<file path="src/rtl/sort_pkg.sv">
// sort_pkg: shared opcodes, select codes, sequencer states and element count for the sort datapath
package sort_pkg;
  localparam int NUM_ELEMS = 5;
  localparam logic [2:0] ALU_PASSA = 3'b000;
  localparam logic [2:0] ALU_SUB   = 3'b001;
  localparam logic [2:0] ALU_ADD   = 3'b010;
  localparam logic [2:0] ALU_AND   = 3'b011;
  localparam logic [2:0] ALU_OR    = 3'b100;
  localparam logic [2:0] ALU_PASSB = 3'b101;
  localparam logic [2:0] ALU_XOR   = 3'b110;
  localparam logic [2:0] ALU_ZERO  = 3'b111;
  localparam logic [3:0] SEL_R0 = 4'b0000;
  localparam logic [3:0] SEL_R1 = 4'b0001;
  localparam logic [3:0] SEL_R2 = 4'b0010;
  localparam logic [3:0] SEL_R3 = 4'b0011;
  localparam logic [3:0] SEL_R4 = 4'b0100;
  localparam logic [3:0] SEL_RP0 = 4'b0110;
  localparam logic [3:0] SEL_RP1 = 4'b0111;
  localparam logic [3:0] SEL_RP2 = 4'b1000;
  localparam logic [3:0] SEL_RP3 = 4'b1001;
  localparam logic [3:0] SEL_RP4 = 4'b1010;
  localparam logic [3:0] SEL_NOWRITE = 4'b1000;
  typedef enum logic [1:0] {LOAD, START, WAIT, UNLOAD} seq_t;
endpackage

</file>
<file path="src/rtl/sort_alu.sv">
// sort_alu: combinational ALU with flags; SORT_DP_CMP_WIDE_EN makes the subtract sign an overflow-immune signed A<B
module sort_alu
  import sort_pkg::*;
#(
  parameter int DATAWIDTH = 8,
  parameter int SELECTIONALU = 3
) (
  input  logic [DATAWIDTH-1:0]    a,
  input  logic [DATAWIDTH-1:0]    b,
  input  logic [SELECTIONALU-1:0] op,
  output logic [DATAWIDTH-1:0]    res,
  output logic                    ovf,
  output logic                    carry,
  output logic                    neg,
  output logic                    zero,
  output logic                    par
);
  localparam int W = DATAWIDTH;
  logic [W:0] sum, diff;
  assign sum  = {1'b0, a} + {1'b0, b};
  assign diff = {1'b0, a} - {1'b0, b};
  always_comb begin
    res = '0;
    case (op)
      ALU_PASSA: res = a;
      ALU_SUB:   res = diff[W-1:0];
      ALU_ADD:   res = sum[W-1:0];
      ALU_AND:   res = a & b;
      ALU_OR:    res = a | b;
      ALU_PASSB: res = b;
      ALU_XOR:   res = a ^ b;
      default:   res = '0;
    endcase
  end
  assign carry = (op == ALU_ADD) ? sum[W] : (op == ALU_SUB) ? ~diff[W] : 1'b0;
  assign ovf = (op == ALU_ADD) ? (a[W-1] == b[W-1]) && (res[W-1] != a[W-1]) :
               (op == ALU_SUB) ? (a[W-1] != b[W-1]) && (res[W-1] != a[W-1]) : 1'b0;
  assign zero = (res == '0);
  assign par  = ^res;
`ifdef SORT_DP_CMP_WIDE_EN
  logic [W:0] sdiff;
  assign sdiff = {a[W-1], a} - {b[W-1], b};
  assign neg = (op == ALU_SUB) ? sdiff[W] : res[W-1];
`else
  assign neg = res[W-1];
`endif
endmodule

</file>
<file path="src/rtl/sort_datapath.sv">
// sort_datapath: register bank, operand/write-back decode and load/unload sequencer for the insertion sorter
module sort_datapath
  import sort_pkg::*;
#(
  parameter int DATAWIDTH = 8,
  parameter int SELECTIONALU = 3,
  parameter int SELECTIONDECO = 4
) (
  input  logic                     clk,
  input  logic                     highRst,
  input  logic [SELECTIONDECO-1:0] sSelDecoA,
  input  logic [SELECTIONDECO-1:0] sSelDecoB,
  input  logic [SELECTIONDECO-1:0] sSelDecoC,
  input  logic [SELECTIONALU-1:0]  sSelAlu,
  input  logic                     sSortDone,
  input  logic                     sInValid,
  output logic                     sInReady,
  input  logic [DATAWIDTH-1:0]     sInData,
  output logic                     sStart,
  output logic                     sOverflow,
  output logic                     sCarry,
  output logic                     sNegative,
  output logic                     sZero,
  output logic                     sPar,
  output logic                     sOutValid,
  input  logic                     sOutReady,
  output logic [DATAWIDTH-1:0]     sOutData,
  output logic                     sBusy
);
  seq_t state_q, state_d;
  logic [2:0] cnt_q, cnt_d;
  logic armed_q, armed_d;
  logic [DATAWIDTH-1:0] r_q [NUM_ELEMS];
  logic [DATAWIDTH-1:0] r_d [NUM_ELEMS];
  logic [DATAWIDTH-1:0] rp_q [NUM_ELEMS];
  logic [DATAWIDTH-1:0] rp_d [NUM_ELEMS];
  logic [DATAWIDTH-1:0] op_a, op_b, alu_res;
  logic last;
  always_comb begin
    op_a = '0;
    op_b = '0;
    for (int i = 0; i < NUM_ELEMS; i++) begin
      if (sSelDecoA == SELECTIONDECO'(SEL_R0 + 4'(i))) op_a = r_q[i];
      if (sSelDecoA == SELECTIONDECO'(SEL_RP0 + 4'(i))) op_a = rp_q[i];
      if (sSelDecoB == SELECTIONDECO'(SEL_R0 + 4'(i))) op_b = r_q[i];
      if (sSelDecoB == SELECTIONDECO'(SEL_RP0 + 4'(i))) op_b = rp_q[i];
    end
  end
  sort_alu #(.DATAWIDTH(DATAWIDTH), .SELECTIONALU(SELECTIONALU)) u_alu (
    .a(op_a), .b(op_b), .op(sSelAlu), .res(alu_res),
    .ovf(sOverflow), .carry(sCarry), .neg(sNegative), .zero(sZero), .par(sPar)
  );
  assign last = (cnt_q == 3'(NUM_ELEMS - 1));
  always_comb begin
    state_d = state_q;
    cnt_d = cnt_q;
    armed_d = (state_q == UNLOAD) ? 1'b0 : armed_q | ~sSortDone;
    r_d = r_q;
    rp_d = rp_q;
    for (int i = 0; i < NUM_ELEMS; i++)
      if (sSelDecoC == SELECTIONDECO'(SEL_R0 + 4'(i))) r_d[i] = alu_res;
    case (state_q)
      LOAD: if (sInValid) begin
        rp_d[cnt_q] = sInData;
        cnt_d = last ? 3'd0 : cnt_q + 3'd1;
        state_d = last ? START : LOAD;
      end
      START: state_d = WAIT;
      WAIT: state_d = (sSortDone && armed_q) ? UNLOAD : WAIT;
      UNLOAD: if (sOutReady) begin
        cnt_d = last ? 3'd0 : cnt_q + 3'd1;
        state_d = last ? LOAD : UNLOAD;
      end
      default: state_d = LOAD;
    endcase
  end
  always_ff @(posedge clk or posedge highRst) begin
    if (highRst) begin
      state_q <= LOAD;
      cnt_q <= '0;
      armed_q <= 1'b0;
      r_q <= '{default: '0};
      rp_q <= '{default: '0};
    end else begin
      state_q <= state_d;
      cnt_q <= cnt_d;
      armed_q <= armed_d;
      r_q <= r_d;
      rp_q <= rp_d;
    end
  end
  assign sInReady = (state_q == LOAD);
  assign sStart = (state_q == START);
  assign sOutValid = (state_q == UNLOAD);
  assign sOutData = sOutValid ? r_q[cnt_q] : '0;
  assign sBusy = (state_q != LOAD) || (cnt_q != 3'd0);
endmodule

</file>
<file path="config.mk">
export PLATFORM = sky130hd
export DESIGN_NAME = sort_datapath
export DESIGN_NICKNAME = d
export VERILOG_FILES = /design/src/rtl/sort_pkg.sv /design/src/rtl/sort_alu.sv /design/src/rtl/sort_datapath.sv
export SDC_FILE = /design/constraint.sdc
export NUM_CORES = 1
export LEC_CHECK = 0
export CORE_MARGIN = 10
export CORE_UTILIZATION = 25
export DETAILED_ROUTE_END_ITERATION = 8
export PLACE_DENSITY = 0.45
export SLEW_MARGIN = 20
export SYNTH_ARGS = -nofsm -noshare
export SYNTH_HDL_FRONTEND = slang
export SYNTH_SLANG_ARGS = --single-unit
</file>
<file path="constraint.sdc">
create_clock -name clk -period 19.9 [get_ports clk]
set_input_delay 3.98 -clock clk [delete_from_list [all_inputs] [get_ports clk]]
set_output_delay 3.98 -clock clk [all_outputs]
set_load 0.02 [all_outputs]
</file>
Yosys cells after proc, flatten, opt, wreduce, memory -nomap -nowiden
Cells that the tools add are included.
- $add $sub $neg: 3
- equal/unequal tests: 37
- bitwise logic cells: 7
- reductions and logical operators: 18
- $lt $le $gt $ge: 2
- multiplexer cells: 43
- operators by type and width (kind ; number):
    8-bit two-way mux ; 24
    8-bit case mux with 7 select lines ; 1
    40-bit bitwise mux ; 1
    4-bit by 3-bit == test with 1-bit output, second input constant ; 7
    8-bit binary-select mux with 3-bit select ; 1
    8-bit demux with 3-bit select ; 1
    4-bit by 2-bit == test with 1-bit output, second input constant ; 6
    4-bit == test, second input constant ; 6
    3-bit == test, second input constant ; 4
    4-bit by 1-bit == test with 1-bit output, second input constant ; 3
    4-bit logical NOT ; 3
    8-bit by 8-bit adder with 9-bit output ; 1
    3-bit two-way mux ; 3
    8-bit by 8-bit subtractor with 9-bit output ; 1
    8-bit AND ; 1
    8-bit logical NOT ; 1
    8-bit bitwise OR ; 1
    2-bit case mux with 4 select lines ; 1
    8-bit parity ; 1
    8-bit bitwise XOR ; 1
    1-bit two-way mux ; 7
    3-bit by 2-bit == test with 1-bit output, second input constant ; 2
    2-bit two-way mux ; 3
    3-bit case mux with 2 select lines ; 1
    21 further kinds ; 29
- input bits: 28
- register bits after elaboration: 86
- logic and storage cells: 123
- output and inout bits: 17

Depth between registers and ports, before layout
- word-level depth: 17
- gate-level depth with buffers: 22
- depth with buffers taken out: 20

Cells and area by module
From an unflattened synthesis, not the netlist that was laid out.
- cell total of the unflattened synthesis: 770
- area total of the unflattened synthesis: 7010.5 µm²
- by module, submodules not included (module ; sequential area each (µm²) ; times used ; cells each ; area an instance (µm²)):
    sort_datapath ; 2152.1 ; 1 ; 560 ; 5472.7
    sort_alu ; 0.0 ; 1 ; 210 ; 1537.7

Worst setup path before layout
OpenSTA, ideal clock, no wires.
- kind: input port to output port
- start point: in sSelDecoB[0]
- end point: out sPar
- arrival time: 8.121 ns
- required time: 15.920 ns
- path buffers: 5
- stages on the path: 21
- slack: 7.799 ns
- cell sequence: buf_6 -> buf_2 -> buf_2 -> clkbuf_1 -> a221oi_1 -> a2111oi_0 -> o21ai_0 -> o21ai_0 -> inv_1 -> ha_1 -> clkbuf_1 -> o21bai_1 -> a31oi_1 -> o22ai_1 -> a211o_1 -> a31oi_1 -> o21ai_1 -> a21oi_4 -> ha_1 -> xnor2_1 -> xnor2_1
- word-level cells in the longest chain between the ends: 14
- elaborated cells between the ends (all ways): 27
- classes of those cells: add/sub (2); eq/ne (9); mux (11); bitwise (3); reduce/logical (2)
- RTL lines (what ; RTL line ; RTL):
    start: declaration ; sort_datapath.sv:12 ; input logic [SELECTIONDECO-1:0] sSelDecoB,
    4-bit logical NOT ; sort_datapath.sv:45 ; if (sSelDecoB == SELECTIONDECO'(SEL_R0 + 4'(i))) op_b = r_q[i];
    8-bit two-way mux ; sort_datapath.sv:45 ;
    8-bit two-way mux ; sort_datapath.sv:46 ; if (sSelDecoB == SELECTIONDECO'(SEL_RP0 + 4'(i))) op_b = rp_q[i];
    8-bit two-way mux ; sort_datapath.sv:45 ;
    8-bit two-way mux ; sort_datapath.sv:46 ;
    8-bit two-way mux ; sort_datapath.sv:45 ;
    8-bit two-way mux ; sort_datapath.sv:46 ;
    8-bit two-way mux ; sort_datapath.sv:45 ;
    8-bit two-way mux ; sort_datapath.sv:46 ;
    8-bit two-way mux ; sort_datapath.sv:45 ;
    8-bit two-way mux * ; sort_datapath.sv:46 ;
    8-bit by 8-bit adder with 9-bit output (tied with other cells) ; sort_alu.sv:20 ; assign sum = {1'b0, a} + {1'b0, b};
    8-bit case mux with 7 select lines * ; sort_alu.sv:24 ; case (op)
    8-bit parity * ; sort_alu.sv:39 ; assign par = ^res;
    end: declaration ; sort_datapath.sv:24 ; output logic sPar,
Every way passes the cells marked *; elsewhere a longest branch is shown, timed or not.

Worst setup path after layout
- start point: in sSelDecoA[2]
- end point: out sPar
- word-level cells in the longest chain between the ends: 14
- elaborated cells between the ends (all ways): 27
- classes of those cells: add/sub (2); eq/ne (9); mux (11); bitwise (3); reduce/logical (2)
- RTL lines (what ; RTL line ; RTL):
    start: declaration ; sort_datapath.sv:11 ; input logic [SELECTIONDECO-1:0] sSelDecoA,
    4-bit logical NOT ; sort_datapath.sv:43 ; if (sSelDecoA == SELECTIONDECO'(SEL_R0 + 4'(i))) op_a = r_q[i];
    8-bit two-way mux ; sort_datapath.sv:43 ;
    8-bit two-way mux ; sort_datapath.sv:44 ; if (sSelDecoA == SELECTIONDECO'(SEL_RP0 + 4'(i))) op_a = rp_q[i];
    8-bit two-way mux ; sort_datapath.sv:43 ;
    8-bit two-way mux ; sort_datapath.sv:44 ;
    8-bit two-way mux ; sort_datapath.sv:43 ;
    8-bit two-way mux ; sort_datapath.sv:44 ;
    8-bit two-way mux ; sort_datapath.sv:43 ;
    8-bit two-way mux ; sort_datapath.sv:44 ;
    8-bit two-way mux ; sort_datapath.sv:43 ;
    8-bit two-way mux * ; sort_datapath.sv:44 ;
    8-bit by 8-bit adder with 9-bit output (tied with other cells) ; sort_alu.sv:20 ;
    8-bit case mux with 7 select lines * ; sort_alu.sv:24 ;
    8-bit parity * ; sort_alu.sv:39 ;
Marks and branches as above.

==> flow_summary.yaml <==
layout:
  drive_gt1_frac: 0.134
  flow.area_growth_from_synthesis_pct: 16.9
  antenna_cells_inserted: 0
  final_instance_area_mm2: 0.00767
  finish.utilization: 0.296
  final_layout_net_count: 838
  final.fill_count: 2733
place:
  routabilityCongestion: 0.914
  placed_cell_area_mm2: 0.00735
  port_buffers: 44
  detailed_place_hpwl_mm: 18.7
  pre_cts_slack_ns: 5.48
grt:
  grt_first_pass_wirelength_mm: 37.9
  global_route.usage.met3: 0.0330
  gr-total-overflow: 0
  grtUsageTotal: 0.149
  antenna_violations_before_repair: 0
  grt-busiest-layer: "met2"
  grt.met1_usage: 0.204
  global_route.usage.met2: 0.226
  first_global_vias: 5928
  grt_start_max_net_pins: 46
worst_setup_path:
  critical_path_arrival_ns: 10.32
  timing_worst_setup_path_type: "in -> out"
  crit_required_ns: 15.92
  critical_path_peak_fanout: 23
  crit_path_launch_type: "input pin"
  critPathCaptureType: "primary output"
die:
  die_ar_mm2: 0.0331
  row_count: 59
  chipHeight_um: 182
  fp.dieW_um: 182
  standard_cell_core_area_mm2: 0.0259
  initial_utilization: 0.253
  io_pins: 45
timing:
  worst-slew-pin-transition_ns: 0.994
  fmax_mhz: 69.9
  timing.final.crit_period_ns: 14.30
  rsz0062_at_grt: "false"
  part_of_the_cycle_the_worst_path_needs: 0.718
  setup-violations-final: 0
  max_slew_headroom_at_the_worst_pin: 0.335
  final_total_negative_setup_slack_ns: 0
  slew_viol_final: 0
  endpoints_failing_hold: 0
  fin_worst_skew_ns: 0.00772
  post-route-worst-setup-slack_ns: 5.60
route:
  tritonroute_pass_1_iters: 5
  route.vias.total: 6189
  drcViolationCount: 0
  routedWlPerCell_um: 22.5
  detail-route-antenna-nets: 0
  drt_iter0_markers: 755
  vias_per_cell: 5.53
  routed_wl_mm: 25.1
power:
  power_switching_share: 0.416
  maximum_vdd_drop_mv: 0.0681
  power.combinational.fraction: 0.426
  seq_power_share: 0.360
  lkg_pwr_nw: 3.17
  total_switching_power_uw: 349
  clock_power_share: 0.214
  p_int_uw: 490
  cell_area_power_density_mw_per_mm2: 109
clock_tree:
  cts_resized: 0
  cts-buffers-inserted: 9
  total_number_of_h_tree_levels: 3
  post_cts_hold_buffer_count: 0
  post-cts-setup-buffers: 0
  clock_tree_from_tritoncts: "done"
  clk_latency_ns: 0.36
  cts.path.max_buffers: 2
  path_clk_slew_ns: 0.07
  cts_num_sinks: 86
  clock_tree.root_cell: "sky130_fd_sc_hd__clkbuf_16"
run:
  maxCapViolations: 0
synth:
  netlist-cell-type-count: 76
  synth.largest_area_cell: "sky130_fd_sc_hd__dfrtp_1"
  ys.warnings.count: 0
  synth_top_cells_by_count: "sky130_fd_sc_hd__nor2_1, sky130_fd_sc_hd__dfrtp_1, sky130_fd_sc_hd__a21oi_1"
  yosys_register_bits: 86
  synth_top_cell_area_share: 0.328
  synthesized_netlist_cell_count: 754
  syn_area_mm2: 0.00656
  synth.avg_cell_area_um2: 8.70
  sequential_cell_area_fraction_in_the_yosys_report: 0.328
  synthFlopType: "sky130_fd_sc_hd__dfrtp_1"
  synth_most_common_cell: "sky130_fd_sc_hd__nor2_1"
  synth-edff-count: 0
  synth.net_count: 812
  async_set_reset_flop_share_out_of_synthesis: 1.00
  yosys-top-cells-area: "sky130_fd_sc_hd__dfrtp_1, sky130_fd_sc_hd__mux2_2, sky130_fd_sc_hd__nor2_1"
status:
  run_status: "complete, no violations"
hold_path:
  min-delay-path-class: "reg -> reg"
==> layer usage <==
layer	vias to the layer above	part of all wire
li1	2855	-
met1	3029	0.45
met2	265	0.45
met3	40	0.073
met4	0	0.025
met5	-	0
==> state kept, by name, indices dropped and copies added (netlist names) <==
| register | cells |
|---|---|
| cnt_q | 3 |
| rp_q | 40 |
| r_q | 40 |
| state_q | 2 |
| armed_q | 1 |
==> final timing paths <==
check                           endpoint  cells past startpoint  slack [ns]    startpoint
worst max-delay path                sPar                     18        5.60  sSelDecoA[2]
worst min-delay path             armed_q                      2        0.52       armed_q
worst max register to register   r_q[31]                     17       15.59       r_q[19]
worst min register to register   armed_q                      2        0.52       armed_q
max in group asynchronous        rp_q[3]                      3       14.79       highRst
min in group asynchronous        armed_q                      2        4.06       highRst
==> layout make-up <==
type                    count  area [µm²]  share of cell area
clock buffers              11         253              0.0330
flip-flops and latches     86        2150               0.281
inverters                  36         136              0.0178
well taps                 335         419              0.0547
clock inverters             4        55.1             0.00718
multi-input cells         587        4090               0.534
repair buffers             60         558              0.0728
==> worst max-delay path, stage by stage <==
cell and delay [ns]:
sky130_fd_sc_hd__clkdlybuf4s50_1 0.92, sky130_fd_sc_hd__nor2_1 1.00, sky130_fd_sc_hd__a221oi_1 0.23, sky130_fd_sc_hd__o32a_1 0.38
sky130_fd_sc_hd__o21ai_1 0.12, sky130_fd_sc_hd__a221o_1 0.31, sky130_fd_sc_hd__inv_1 0.14, sky130_fd_sc_hd__fa_1 0.48
sky130_fd_sc_hd__o21bai_1 0.16, sky130_fd_sc_hd__a21oi_1 0.12, sky130_fd_sc_hd__o21bai_1 0.34, sky130_fd_sc_hd__nor3_1 0.08
sky130_fd_sc_hd__a311o_1 0.33, sky130_fd_sc_hd__a211oi_2 0.42, sky130_fd_sc_hd__ha_1 0.33, sky130_fd_sc_hd__xnor2_1 0.19
sky130_fd_sc_hd__xnor2_1 0.14, sky130_fd_sc_hd__clkdlybuf4s50_1 0.63
==> power groups by stage <==
stage | Combinational (mW) | Clock (mW) | Sequential (mW)
after CTS | 0.359 | 0.183 | 0.300
after global placement | 0.358 | 0 | 0.303
after detailed placement | 0.357 | 0 | 0.302
after global routing | 0.397 | 0.191 | 0.306
final | 0.357 | 0.180 | 0.302
after floorplan | 0.257 | 0 | 0.254
==> placed cells by master (no fill, tap or decap), types with 22 or more instances in the layout <==
| cell type | count |
|---|---|
| sky130_fd_sc_hd__nor2_1 | 95 |
| sky130_fd_sc_hd__dfrtp_1 | 86 |
| sky130_fd_sc_hd__a21oi_1 | 68 |
| sky130_fd_sc_hd__nand2_1 | 49 |
| sky130_fd_sc_hd__mux2_2 | 47 |
| sky130_fd_sc_hd__o21ai_0 | 46 |
| sky130_fd_sc_hd__clkdlybuf4s50_1 | 44 |
| sky130_fd_sc_hd__inv_1 | 33 |
| sky130_fd_sc_hd__a22oi_1 | 29 |
| sky130_fd_sc_hd__ha_1 | 28 |
| sky130_fd_sc_hd__a221oi_1 | 22 |
==> cell families after synthesis <==
logic type                 share of synthesized area
xor gates and xnor gates                      0.0107
DFF                                            0.328
muxes                                          0.126
buffers and inverters                         0.0498
AOI/OAI and AO/OA                              0.262
adders and majority gates                     0.0595
and+or+nand+nor                                0.164
==> metrics by stage <==
step                instances  total power, mW  hold slack [ns]
detailed placement       1103            0.659            0.510
global placement         1103            0.661            0.502
CTS                      1118            0.842            0.521
finish                   1119            0.839            0.516
floorplan                 754            0.512            0.490
global route             1119            0.894            0.548
No activity file was read; power rests on OpenSTA's default activity.
